==> src/rtl/datapath_pkg.sv <==
// Shared definitions for the ALU / register-file datapath.
// Holds datapath sizes, opcode constants and flag bit positions.
// No logic beyond a small decode helper; nothing here is clocked.
package datapath_pkg;

    localparam int WIDTH  = 16;
    localparam int NREGS  = 16;
    localparam int SELW   = $clog2(NREGS);
    localparam int NFLAGS = 5;

    // Opcode field values. For register ops (op == OP_REG) the same
    // values are carried in the ext field instead.
    localparam logic [3:0] OP_REG  = 4'h0;
    localparam logic [3:0] OP_AND  = 4'h1;
    localparam logic [3:0] OP_OR   = 4'h2;
    localparam logic [3:0] OP_XOR  = 4'h3;
    localparam logic [3:0] OP_ADD  = 4'h5;
    localparam logic [3:0] OP_ADDU = 4'h6;
    localparam logic [3:0] OP_SUB  = 4'h9;
    localparam logic [3:0] OP_CMP  = 4'hB;
    localparam logic [3:0] OP_MOV  = 4'hD;
    localparam logic [3:0] OP_LUI  = 4'hF;

    // Flag vector layout {C, L, F, Z, N}
    localparam int FLAG_N = 0;
    localparam int FLAG_Z = 1;
    localparam int FLAG_F = 2;
    localparam int FLAG_L = 3;
    localparam int FLAG_C = 4;

    // Any non-zero op field selects the immediate as operand B.
    function automatic logic is_imm_op(input logic [7:0] alu_op);
        return alu_op[7:4] != OP_REG;
    endfunction

endpackage

==> src/rtl/alu_regfile_datapath_if.sv <==
// Control word in / datapath status out bundle between sequencer and datapath.
// Ports: alu_op, muxes, regs_en, imm (to datapath); result, wb_value, flags, illegal (from datapath).
// No handshake: one control word per cycle, never stalled.
interface alu_regfile_datapath_if;
    import datapath_pkg::*;

    logic [7:0]        alu_op;
    logic [2*SELW-1:0] muxes;
    logic [NREGS-1:0]  regs_en;
    logic [WIDTH-1:0]  imm;
    logic [WIDTH-1:0]  result;
    logic [WIDTH-1:0]  wb_value;
    logic [NFLAGS-1:0] flags;
    logic              illegal;

    modport master (
        output alu_op, muxes, regs_en, imm,
        input  result, wb_value, flags, illegal
    );

    modport slave (
        input  alu_op, muxes, regs_en, imm,
        output result, wb_value, flags, illegal
    );

endinterface

==> src/rtl/alu16.sv <==
// Combinational ALU: decodes alu_op, computes result, candidate flags and commit qualifiers.
// Ports: a, b, alu_op in; result, next_flags, flag_upd (per-bit), write_ok, illegal out.
// Zero latency, no state, no backpressure.
module alu16
    import datapath_pkg::*;
#(
    parameter int W = WIDTH
) (
    input  logic [W-1:0]      a,
    input  logic [W-1:0]      b,
    input  logic [7:0]        alu_op,
    output logic [W-1:0]      result,
    output logic [NFLAGS-1:0] next_flags,
    output logic [NFLAGS-1:0] flag_upd,
    output logic              write_ok,
    output logic              illegal
);

    logic [3:0] op;
    logic [3:0] ext;
    logic [3:0] code;
    logic [W:0] sum;
    logic [W:0] diff;
    logic       ovf_add;
    logic       ovf_sub;

    assign op   = alu_op[7:4];
    assign ext  = alu_op[3:0];
    // Register and immediate ops share one code space: op for immediates,
    // ext for register ops.
    assign code = (op == OP_REG) ? ext : op;

    // The extra top bit is carry out for the sum and borrow for the difference.
    assign sum  = {1'b0, a} + {1'b0, b};
    assign diff = {1'b0, a} - {1'b0, b};

    assign ovf_add = (a[W-1] == b[W-1]) && (sum[W-1]  != a[W-1]);
    assign ovf_sub = (a[W-1] != b[W-1]) && (diff[W-1] != a[W-1]);

    always_comb begin
        result     = '0;
        next_flags = '0;
        flag_upd   = '0;
        write_ok   = 1'b1;
        illegal    = 1'b0;
        // An X/undriven code matches no item and lands in default.
        case (code)
            OP_AND:  result = a & b;
            OP_OR:   result = a | b;
            OP_XOR:  result = a ^ b;
            OP_ADD: begin
                result             = sum[W-1:0];
                next_flags[FLAG_F] = ovf_add;
                flag_upd[FLAG_F]   = 1'b1;
            end
            OP_ADDU: begin
                result             = sum[W-1:0];
                next_flags[FLAG_C] = sum[W];
                flag_upd[FLAG_C]   = 1'b1;
            end
            OP_SUB: begin
                result             = diff[W-1:0];
                next_flags[FLAG_F] = ovf_sub;
                next_flags[FLAG_C] = diff[W];
                flag_upd[FLAG_F]   = 1'b1;
                flag_upd[FLAG_C]   = 1'b1;
            end
            OP_CMP: begin
                result             = diff[W-1:0];
                next_flags[FLAG_Z] = (a == b);
                next_flags[FLAG_L] = diff[W];
                next_flags[FLAG_N] = $signed(a) < $signed(b);
                flag_upd[FLAG_Z]   = 1'b1;
                flag_upd[FLAG_L]   = 1'b1;
                flag_upd[FLAG_N]   = 1'b1;
                write_ok           = 1'b0;
            end
            OP_MOV:  result = b;
            OP_LUI: begin
                // LUI exists only as an immediate op; ext = F is unassigned.
                if (op == OP_REG) begin
                    write_ok = 1'b0;
                    illegal  = 1'b1;
                end else begin
                    result = {b[W/2-1:0], {(W/2){1'b0}}};
                end
            end
            default: begin
                write_ok = 1'b0;
                illegal  = 1'b1;
            end
        endcase
    end

endmodule

==> src/rtl/alu_regfile_datapath.sv <==
// Datapath stage: 16x16 register file, operand muxes, ALU, flag / writeback / illegal registers.
// Ports: clk, reset (sync, active-high), bus (slave: control word in, result/wb_value/flags/illegal out).
// result is combinational (0 cycles); writes visible 1 cycle later; accepts a word every cycle, never stalls.
module alu_regfile_datapath
    import datapath_pkg::*;
(
    input  logic                  clk,
    input  logic                  reset,
    alu_regfile_datapath_if.slave bus
);

    logic [WIDTH-1:0]  regs [NREGS];
    logic [WIDTH-1:0]  opnd_a;
    logic [WIDTH-1:0]  opnd_b;
    logic [WIDTH-1:0]  alu_result;
    logic [NFLAGS-1:0] alu_next_flags;
    logic [NFLAGS-1:0] alu_flag_upd;
    logic              alu_write_ok;
    logic              alu_illegal;

    logic              active;
    logic              commit;
    logic              do_write;
    logic [NFLAGS-1:0] flag_upd_eff;

    logic [WIDTH-1:0]  wb_q;
    logic [NFLAGS-1:0] flags_q;
    logic              illegal_q;

    assign opnd_a = regs[bus.muxes[2*SELW-1:SELW]];
    assign opnd_b = is_imm_op(bus.alu_op) ? bus.imm : regs[bus.muxes[SELW-1:0]];

    alu16 #(.W(WIDTH)) u_alu (
        .a          (opnd_a),
        .b          (opnd_b),
        .alu_op     (bus.alu_op),
        .result     (alu_result),
        .next_flags (alu_next_flags),
        .flag_upd   (alu_flag_upd),
        .write_ok   (alu_write_ok),
        .illegal    (alu_illegal)
    );

    // An all-zero enable word is the sequencer's idle cycle: alu_op is
    // meaningless then, so nothing commits and nothing is flagged.
    assign active       = |bus.regs_en;
    assign commit       = active && !alu_illegal;
    assign do_write     = commit && alu_write_ok;
    assign flag_upd_eff = commit ? alu_flag_upd : '0;

    always_ff @(posedge clk) begin
        if (reset) begin
            for (int n = 0; n < NREGS; n++) begin
                regs[n] <= '0;
            end
            wb_q      <= '0;
            flags_q   <= '0;
            illegal_q <= 1'b0;
        end else begin
            for (int n = 0; n < NREGS; n++) begin
                if (do_write && bus.regs_en[n]) begin
                    regs[n] <= alu_result;
                end
            end
            if (do_write) begin
                wb_q <= alu_result;
            end
            flags_q   <= (flags_q & ~flag_upd_eff) | (alu_next_flags & flag_upd_eff);
            illegal_q <= illegal_q || (active && alu_illegal);
        end
    end

    assign bus.result   = alu_result;
    assign bus.wb_value = wb_q;
    assign bus.flags    = flags_q;
    assign bus.illegal  = illegal_q;

endmodule

==> src/flat_wrapper.sv <==
// flat-port wrapper written by rule: the top's interface ports become plain ports
module alu_regfile_datapath_flat import datapath_pkg::*;
  (clk, reset, bus_alu_op, bus_muxes, bus_regs_en, bus_imm, bus_result, bus_wb_value, bus_flags, bus_illegal);
  alu_regfile_datapath_if bus_i ();
  input  logic clk;
  input  logic reset;
  input wire logic [$bits(bus_i.alu_op)-1:0] bus_alu_op;
  input wire logic [$bits(bus_i.muxes)-1:0] bus_muxes;
  input wire logic [$bits(bus_i.regs_en)-1:0] bus_regs_en;
  input wire logic [$bits(bus_i.imm)-1:0] bus_imm;
  output wire logic [$bits(bus_i.result)-1:0] bus_result;
  output wire logic [$bits(bus_i.wb_value)-1:0] bus_wb_value;
  output wire logic [$bits(bus_i.flags)-1:0] bus_flags;
  output wire logic [$bits(bus_i.illegal)-1:0] bus_illegal;
  assign bus_i.alu_op = bus_alu_op;
  assign bus_i.muxes = bus_muxes;
  assign bus_i.regs_en = bus_regs_en;
  assign bus_i.imm = bus_imm;
  assign bus_result = bus_i.result;
  assign bus_wb_value = bus_i.wb_value;
  assign bus_flags = bus_i.flags;
  assign bus_illegal = bus_i.illegal;
  alu_regfile_datapath u_core (.clk(clk), .reset(reset), .bus(bus_i));
endmodule
==> config.mk <==
export PLATFORM = sky130hd
export DESIGN_NAME = alu_regfile_datapath_flat
export DESIGN_NICKNAME = d
export VERILOG_FILES = /design/src/rtl/datapath_pkg.sv /design/src/rtl/alu_regfile_datapath_if.sv /design/src/rtl/alu16.sv /design/src/rtl/alu_regfile_datapath.sv /design/src/flat_wrapper.sv
export SDC_FILE = /design/constraint.sdc
export NUM_CORES = 1
export LEC_CHECK = 0
export BUFFER_PORTS_ARGS = -buffer_cell sky130_fd_sc_hd__clkbuf_2
export CAP_MARGIN = 40
export CORE_MARGIN = 1.5
export CORE_UTILIZATION = 45
export DETAILED_ROUTE_END_ITERATION = 10
export PLACE_DENSITY = 0.65
export SYNTH_ARGS = -nofsm -noshare
export SYNTH_HDL_FRONTEND = slang
export SYNTH_SLANG_ARGS = --single-unit
==> constraint.sdc <==
create_clock -name clk -period 5.3 [get_ports clk]
set_input_delay 0.265 -clock clk [delete_from_list [all_inputs] [get_ports clk]]
set_output_delay 0.265 -clock clk [all_outputs]
set_load 0.01 [all_outputs]
==> results of run 1 <==
-- kinds of logic after synthesis --
| group | after synthesis | synth area share |
|---|---|---|
| flops | 278 | 0.483 |
| compound gates | 249 | 0.101 |
| fa+ha+maj | 44 | 0.0336 |
| buf+inv | 155 | 0.0432 |
| mux | 169 | 0.217 |
| simple gates | 421 | 0.117 |
| xor+xnor | 10 | 0.00521 |
-- area by class of cell --
class | instances | area (um^2)
clock buffer | 42 | 815
clock inverter | 11 | 91.3
fill | 3139 | 17600
inverter | 61 | 229
multi-input combinational | 893 | 8010
sequential | 278 | 8130
tap | 468 | 586
timing repair buffer | 174 | 1200
-- where the power goes --
group          switching (mW)  internal, mW  total (mW)
Combinational            1.12         0.736        1.86
Clock                   0.841          1.11        1.96
Sequential              0.119          2.69        2.81
Total                    2.08          4.54        6.62
-- critical path: stages (launching register included) --
cell and delay, ns:
sky130_fd_sc_hd__edfxtp_1 0.41, sky130_fd_sc_hd__mux4_2 0.46, sky130_fd_sc_hd__mux4_2 0.56, sky130_fd_sc_hd__mux2i_1 0.31, sky130_fd_sc_hd__ha_1 0.30, sky130_fd_sc_hd__buf_4 0.18, sky130_fd_sc_hd__a21oi_1 0.16, sky130_fd_sc_hd__o21bai_1 0.10
sky130_fd_sc_hd__a221oi_1 0.34, sky130_fd_sc_hd__buf_4 0.18, sky130_fd_sc_hd__a22o_1 0.22, sky130_fd_sc_hd__nor4_1 0.08, sky130_fd_sc_hd__or4b_4 0.59, sky130_fd_sc_hd__nand4_2 0.18, sky130_fd_sc_hd__nand2_1 0.09, sky130_fd_sc_hd__clkbuf_2 0.14
-- metal layers --
metal	wire (um)	GRT usage
met5	0	0
met4	2280	0.108
met3	4730	0.0401
met2	26600	0.480
met1	21600	0.382
-- layout by cell type, fill, tap and decap left out, drive strengths merged, types with 12 or more instances in the layout --
master and n:
inv 63, o21ai 37, o22ai 12, buf 90, clkbuf 126, and3 23
ha 42, nand2 83, dfxtp 22, a211oi 17, mux2i 16, a21oi 83
nor4 13, nor3 57, a21o 12, nand2b 19, edfxtp 256, nor2 171
mux4 149
-- registers in the layout, summed over array words and instances, names as in the netlist, named ones only --
register / cells
u_core.bus.illegal: 1
u_core.bus.wb_value: 16
u_core.regs: 256
-- final timing paths --
path,end,start,slack (ns)
max,bus_result[12],u_core.regs[5][5]$_SDFFCE_PN0P_,0.18
min,u_core.regs[2][6]$_SDFFCE_PN0P_,bus_regs_en[2],0.15
max reg2reg,u_core.regs[12][12]$_DFFE_PP_,u_core.regs[5][5]$_SDFFCE_PN0P_,0.63
min reg2reg,flop,flop,0.46
-- through the flow --
step           setup slack [ns]  hold WS [ns]  total power, mW
6_report                  0.179         0.149             6.62
4_1_cts                  0.0391         0.143             6.59
2_1_floorplan            0.0876         0.481             3.96
3_3_place_gp              0.136         0.447             4.62
3_5_place_dp             0.0527         0.452             4.66
5_1_grt                 0.00568         0.145             6.86
-- repair_timing --
| item | CTS | global route |
|---|---|---|
| hold buffers | 0 | 0 |
| gates resized for setup | 0 | 8 |
| setup endpoints to repair | 0 | 5 |
==> impl_summary.md, run 1 <==
Setup path
The worst endpoint data arrival time is just under 5 ns. The highest net fanout along the worst path is 9. The endpoint class of the critical path is a primary output. The type of element launching the critical path is a flop.

The worst register-to-register path has a depth of 15. The worst setup path is of the flop to primary output kind. The worst path required time is 5.04 ns.

Timing
The count of endpoints failing hold in the final timing report was 0. Setup violations remaining at the end of the flow were counted as 0. In the final timing run, aggregate negative setup slack is 0 ns. The transition time of the tightest slew-check pin is 0.912 ns. Static timing analysis puts the maximum clock frequency at between 150 and 200 MHz.

The smallest clock period supported by the final layout is computed as about 5.1 ns. In the finished design, the share of the clock period the worst path needs comes to 0.966. Setup repair after global routing left no endpoint under its margin. The final max-slew violation count was 0. The worst max-slew margin expressed relative to the limit is 0.390.

The final clock skew is roughly 0.015 ns.

Floorplanning
For this configuration, the core starts out at a cell density of 0.458. The floorplan has 70 rows. The total area inside the core boundary comes to 36,700 um^2. The die width is 196 um. The die is between 150 and 200 um tall.

For this design the top-level I/O count stands at roughly 90. The full die area is 38,500 um^2.

Cells and area
The finished cells cover approximately 19,000 um^2. Of the cells placed in the final design, the portion with a size suffix greater than 1 is 0.263. Once layout is complete, the utilization of the core stands at 0.519. The synthesis-to-finish area growth is 13.3%. The antenna diode count is 0.

The non-filler instance count after layout is 1,927. The final net count is 1,531.

Drt
The number of vias in the routed layout is 12,800. For this run, design rule violations remaining after detail routing come to 0. The routed wirelength normalized by instance count is approximately 29 um.

The count of nets left with antenna violations once routing finished came out at 0. The first detailed-routing pass took 6 iterations. The detailed router finished its first iteration with 1,490 violations.

Using the TritonRoute via totals, the vias-per-cell ratio works out to 6.65. For this block, the routed nets add up to approximately 55,000 um of wire.

Logic synthesis
The mean instance size in the synthesized netlist is 12.7 um^2. The synthesized design contains about 280 register bits. The number of unique standard cell types used by synthesis is 81.

Ranked by total cell area, the synthesized netlist is headed by sky130_fd_sc_hd__edfxtp_1, sky130_fd_sc_hd__mux4_2, sky130_fd_sc_hd__nor2_1. Of the synthesized area, sequential elements account for 0.483. The Yosys step of the flow raised 0 warnings.

Synthesis produced a netlist whose cell count is about 1,300. Of all cell types, the one taking the most synthesized area is sky130_fd_sc_hd__edfxtp_1. Among all flip-flop cells after synthesis, the most frequent one is sky130_fd_sc_hd__edfxtp_1.

The share of synthesized area in the top cell type comes to 0.457. The commonest cells after synthesis are sky130_fd_sc_hd__edfxtp_1, sky130_fd_sc_hd__nor2_1, sky130_fd_sc_hd__mux4_2, sky130_fd_sc_hd__nand2_1, sky130_fd_sc_hd__a21oi_1. The net count of the mapped netlist is 1,420. In the post-synthesis netlist, the cell with the most instances is sky130_fd_sc_hd__edfxtp_1. The cell area that synthesis handed to floorplanning was 16,800 um^2. The count of flip-flops with a built-in enable after synthesis is 256. Of all flip-flops after synthesis, the portion carrying an async set or reset was 0.

GRT
Summed over all layers, the global routing overflow is 0. The number of global-route vias before repair is between 10,000 and 15,000. The number of antenna violations at the first check in global routing came to 0. Entering global routing, the biggest net connects 62 pins.

The wire length of the first global-routing pass is 81,200 um. The overall global routing resource usage is 0.287.

Placement
The cell area after placement is around 18,000 um^2. Port buffering added 87 buffers. Detailed placement finished with a half-perimeter wire length of 39,200 um. Once placement completed, the tool counted placed cells totaling 1,874. The placer's final routability congestion estimate is roughly 1.0.

Clock network
TritonCTS built the clock tree. The longest clock path from root to sink contains 3 buffers. The number of buffers created by CTS is 29. The number of setup buffers added after CTS is 0.

The clock-pin slew on the worst setup and hold paths is 0.06 ns. The tree is rooted in a sky130_fd_sc_hd__clkbuf_16. CTS built an H-tree with a depth of 1. The number of sinks handled by clock tree synthesis is 278. At the later pin of the worst-skew pair, clock insertion delay measures 0.56 ns.

Power and ir drop
Across the VDD grid, the largest voltage drop is 0.000281 V. The leakage power total is 7.29 nW. In this run the power density over the cells is 348 nW/um^2.

Outcome
The run finished with clean final reports.

Min path
The worst hold path was traced through 2 stages. The path class of the tightest hold or removal check is primary input to flop.

Flow run
The tool flagged a number of max-cap violations equal to 0.
No activity file was read; power rests on OpenSTA's default activity.
==> inputs of run 2 (changes only) <==
- SYNTH_HIERARCHICAL: not set -> 1
==> run 2 against run 1 <==
Maximum frequency is 0.88% lower. Area after synthesis is 0.77% lower. Total power is 0.21% lower. Via count is 2.6% lower. First-iteration DRC count is 11% higher. Clock power is 12% higher. Routed wire length is 1.9% lower. Combinational power is 10% lower. Cell count is 0.21% lower. Design area is 0.51% higher. Worst hold slack better by 0.12 ns. Critical endpoint unchanged. Largest cell class unchanged. Highest routed layer unchanged.
==> impl_summary.md, run 2 <==
Outcome
The flow ran to the end, and the final reports show no timing, DRC or antenna violations.

Min path
The number of instances on the worst hold path is 6 (+4). The min-delay analysis places its worst path in the category primary input to flop. The worst-case hold path end point is u_core/bus.illegal$_SDFF_PP0_. The critical hold path startpoint is bus_regs_en[4].

Cells and area
The layout cell share with drive strength beyond 1 is 0.276 (+0.0131). The register bank with the most flops is u_core/regs. The most common library cell in the layout ignoring fill and taps is sky130_fd_sc_hd__nor2_1. The non-filler instance count after layout was 1,923 (-0.21%). The final net count is 1,535 (+0.26%).

The area of all placed cells without fillers is 19,100 um^2 (+0.51%). The library cells used most frequently in the layout, excluding fill and tap cells, are sky130_fd_sc_hd__nor2_1, sky130_fd_sc_hd__edfxtp_1, sky130_fd_sc_hd__mux4_2, sky130_fd_sc_hd__clkbuf_2, sky130_fd_sc_hd__buf_4. The synthesis-to-finish area growth is 14.8%. The number of flip-flops under the largest register name is 256 (unchanged).

The antenna diode count is 0 (unchanged).

Setup path
The worst endpoint data arrival time was 4.90 ns (+0.04 ns). The destination of the worst register-to-register timing path is u_core/regs[2][15]$_SDFFCE_PN0P_. The highest net fanout along the worst path is 4 (-5). The critical path is of the flop to primary output type.

The endpoint class of the critical path is a primary output. The startpoint identified for the worst register-to-register timing path is u_core/regs[13][7]$_DFFE_PP_. The worst path required time is 5.04 ns (about the same). STA classifies the critical path startpoint as a flop. The reg2reg setup slack is 0.62 ns (about the same).

The number of cell instances on the worst register-to-register path was 16 (+1).

Timing
The part of the cycle the worst path needs is 0.975 (+0.00855). The worst max-slew margin expressed relative to the limit is 0.378 (-0.0126). The transition time of the tightest slew-check pin was 0.933 ns (+0.0207 ns). The timing-limited maximum frequency is 194 MHz (-0.88%). The worst hold slack is 0.272 ns (+0.122 ns). The final clock skew is 0.0128 ns (-0.00208 ns). The final period demand of the worst path is 5.17 ns (+0.0453 ns). The total negative slack for setup checks is 0 ns (unchanged). Setup repair after global routing could not meet its margin everywhere. The final setup violation count was 0 (unchanged). The count of endpoints failing hold in the final timing report is 0 (unchanged).

The smallest setup slack after layout is 0.133 ns (-0.0453 ns). The final max-slew violation count is 0 (unchanged).

Logic synthesis
The cell area after synthesis is 16,700 um^2 (-0.77%). The number of unique standard cell types used by synthesis is 75 (-7.4%). The mean instance size in the synthesized netlist came to 12.7 um^2 (about the same). The warning count from the yosys run is 6 (+6). The net count of the mapped netlist is 1,421 (+0.070%).

The count of flip-flops with a built-in enable after synthesis came to 256 (unchanged). The largest total area in the synthesized netlist belongs to sky130_fd_sc_hd__edfxtp_1. In the synthesized netlist, the cells that appear most often are sky130_fd_sc_hd__nor2_1, sky130_fd_sc_hd__edfxtp_1, sky130_fd_sc_hd__mux4_2, sky130_fd_sc_hd__inv_1. The fraction of registers with async set or reset after synthesis is 0 (unchanged). After synthesis, the cell types taking the most area are sky130_fd_sc_hd__edfxtp_1, sky130_fd_sc_hd__mux4_2, sky130_fd_sc_hd__nor2_1. The portion of the post-synthesis area used by sequential elements is 0.487 (+0.00373). The top flip-flop cell by instance count after synthesis is sky130_fd_sc_hd__edfxtp_1. The number of cells produced by synthesis is 1,317 (-0.68%).

The post-synthesis sequential element count was 278 (unchanged). Among all cell types in the netlist, the one instantiated most often is sky130_fd_sc_hd__nor2_1. The share of the synthesized area in the top cell type came to 0.461 (+0.00353).

Clock network
The number of hold buffers added after CTS is 0 (unchanged). CTS placed an instance of sky130_fd_sc_hd__clkbuf_16 at the clock tree root. The clock-pin slew on the worst setup and hold paths came to 0.06 ns (about the same). TritonCTS built the clock tree.

The deepest clock path buffer count is 3 (unchanged). The clock latency reported for the late side of the worst-skew pair was 0.54 ns (-0.02 ns). The number of sinks handled by clock tree synthesis came to 278 (unchanged). The number of levels the H-tree was split into is 2 (+1).

The number of buffers created by CTS came to 34 (+17%).

Floorplanning
The effective utilization at floorplan is 0.457 (-0.00133). The I/O pin count is 88 (unchanged). The full die area is 38,200 um^2 (-0.76%).

The area of the core is 36,500 um^2 (-0.48%). The die height came to 196 um (-0.38%). The floorplan row count is 70 (unchanged).

The die width was 196 um (-0.38%).

Drt
The number of nets with antenna violations after routing is 0 (unchanged). The number of DRC markers after the initial detailed-route iteration is 1,656 (+11%). The number of vias in the routed layout came to 12,500 (-2.6%). The vias per cell came to 6.49 (-2.4%). The final wirelength is 54,100 um (-1.9%). The count of TritonRoute iterations in the first routing pass is 6 (unchanged). The number of remaining DRC errors came to 0 (unchanged).

The routed wirelength normalized by instance count is 28.1 um (-1.7%).

Power and ir drop
The leakage power total came to 7.30 nW (+0.26%). The peak supply drop came to 0.000234 V (-16%). The power density normalized to cell area is 345 nW/um^2 (-0.71%).

GRT
The number of global-route vias before repair came to 12,300 (-1.1%). The number of antenna violations at the first check in global routing is 0 (unchanged). The overall global routing resource usage is 0.287 (-0.000298). The wire length of the first global-routing pass was 79,800 um (-1.7%).

The global-route congestion overflow total is 0 (unchanged). The pin count of the biggest net entering global routing came to 55 (-11%).

Placement
The pre-CTS setup slack was 0.276 ns (+0.223 ns). The post-DP HPWL is 36,900 um (-5.7%). The number of buffers added on ports was 87 (unchanged).

The cell area after placement is 18,100 um^2 (about the same). The total instance count after detailed placement is 1,863 (-0.59%). The placer's final routability congestion estimate came to 1.01 (+1.3%).

Flow run
The max capacitance violation total is 0 (unchanged).
-- run 2: worst max-delay path by stage --
stage	end	depth (start not counted)	from
final	bus_result[12]	15	u_core/regs[10][0]$_DFFE_PP_
after global routing	bus_result[12]	15	u_core/regs[10][0]$_DFFE_PP_
after CTS	bus_result[12]	15	u_core/regs[10][0]$_DFFE_PP_
after detailed placement	u_core/regs[2][15]$_SDFFCE_PN0P_	18	bus_alu_op[5]
after global placement	u_core/regs[2][15]$_SDFFCE_PN0P_	18	bus_alu_op[5]
after floorplan	u_core/regs[10][15]$_DFFE_PP_	19	bus_muxes[0]
-- run 2: layout make-up --
class | instances | area [um^2]
clock inverter | 20 | 164
fill | 3034 | 17400
sequential | 278 | 8130
clock buffer | 40 | 873
timing repair buffer | 177 | 1240
multi-input combinational | 876 | 7910
tap | 468 | 586
inverter | 64 | 240
-- run 2: metrics by stage --
stage               total power [mW]   util
detailed placement              4.42  0.496
global route                    6.84  0.524
CTS                             6.61  0.524
finish                          6.61  0.524
floorplan                       3.80      -
global placement                4.40  0.495
-- run 2: kinds of logic after synthesis --
| logic type | after synthesis | synth area share |
|---|---|---|
| AO/OA/AOI/OAI | 201 | 0.0872 |
| AND/OR/NAND/NOR | 419 | 0.115 |
| XOR/XNOR | 4 | 0.00210 |
| buffers and inverters | 163 | 0.0407 |
| flip-flops | 278 | 0.487 |
| adder cells (fa/ha/maj) | 54 | 0.0414 |
| multiplexers | 198 | 0.227 |
-- run 2: worst max-delay path: stages (launching register included) --
cell,delay [ns]
sky130_fd_sc_hd__edfxtp_1,0.40
sky130_fd_sc_hd__mux4_2,0.46
sky130_fd_sc_hd__mux2i_1,0.25
sky130_fd_sc_hd__nor2_1,0.07
sky130_fd_sc_hd__a211o_1,0.32
sky130_fd_sc_hd__buf_4,0.18
sky130_fd_sc_hd__ha_1,0.23
sky130_fd_sc_hd__fa_1,0.43
sky130_fd_sc_hd__o21bai_1,0.31
sky130_fd_sc_hd__nand2_1,0.16
sky130_fd_sc_hd__a211oi_1,0.47
sky130_fd_sc_hd__nor2_1,0.17
sky130_fd_sc_hd__o221a_2,0.29
sky130_fd_sc_hd__o21ai_0,0.30
sky130_fd_sc_hd__buf_4,0.19
sky130_fd_sc_hd__clkbuf_2,0.13
-- run 2: layer usage --
layer,routed length [um],global-route usage
met5,0,0
met4,2960,0.147
met3,5110,0.0411
met1,20500,0.381
met2,25600,0.462
-- run 2: power breakdown --
part / leakage [nW] / switching, mW / internal (mW) / total (mW)
logic: 3.96 / 1.01 / 0.655 / 1.67
clock network: 0.501 / 0.941 / 1.24 / 2.19
registers: 2.84 / 0.103 / 2.65 / 2.75
-- run 2: repair_timing --
action | in CTS | in global routing
endpoints found under the hold margin | 0 | 0
endpoints found under the setup margin | 0 | 3
setup buffers | 0 | 0
resized for setup | 0 | 2
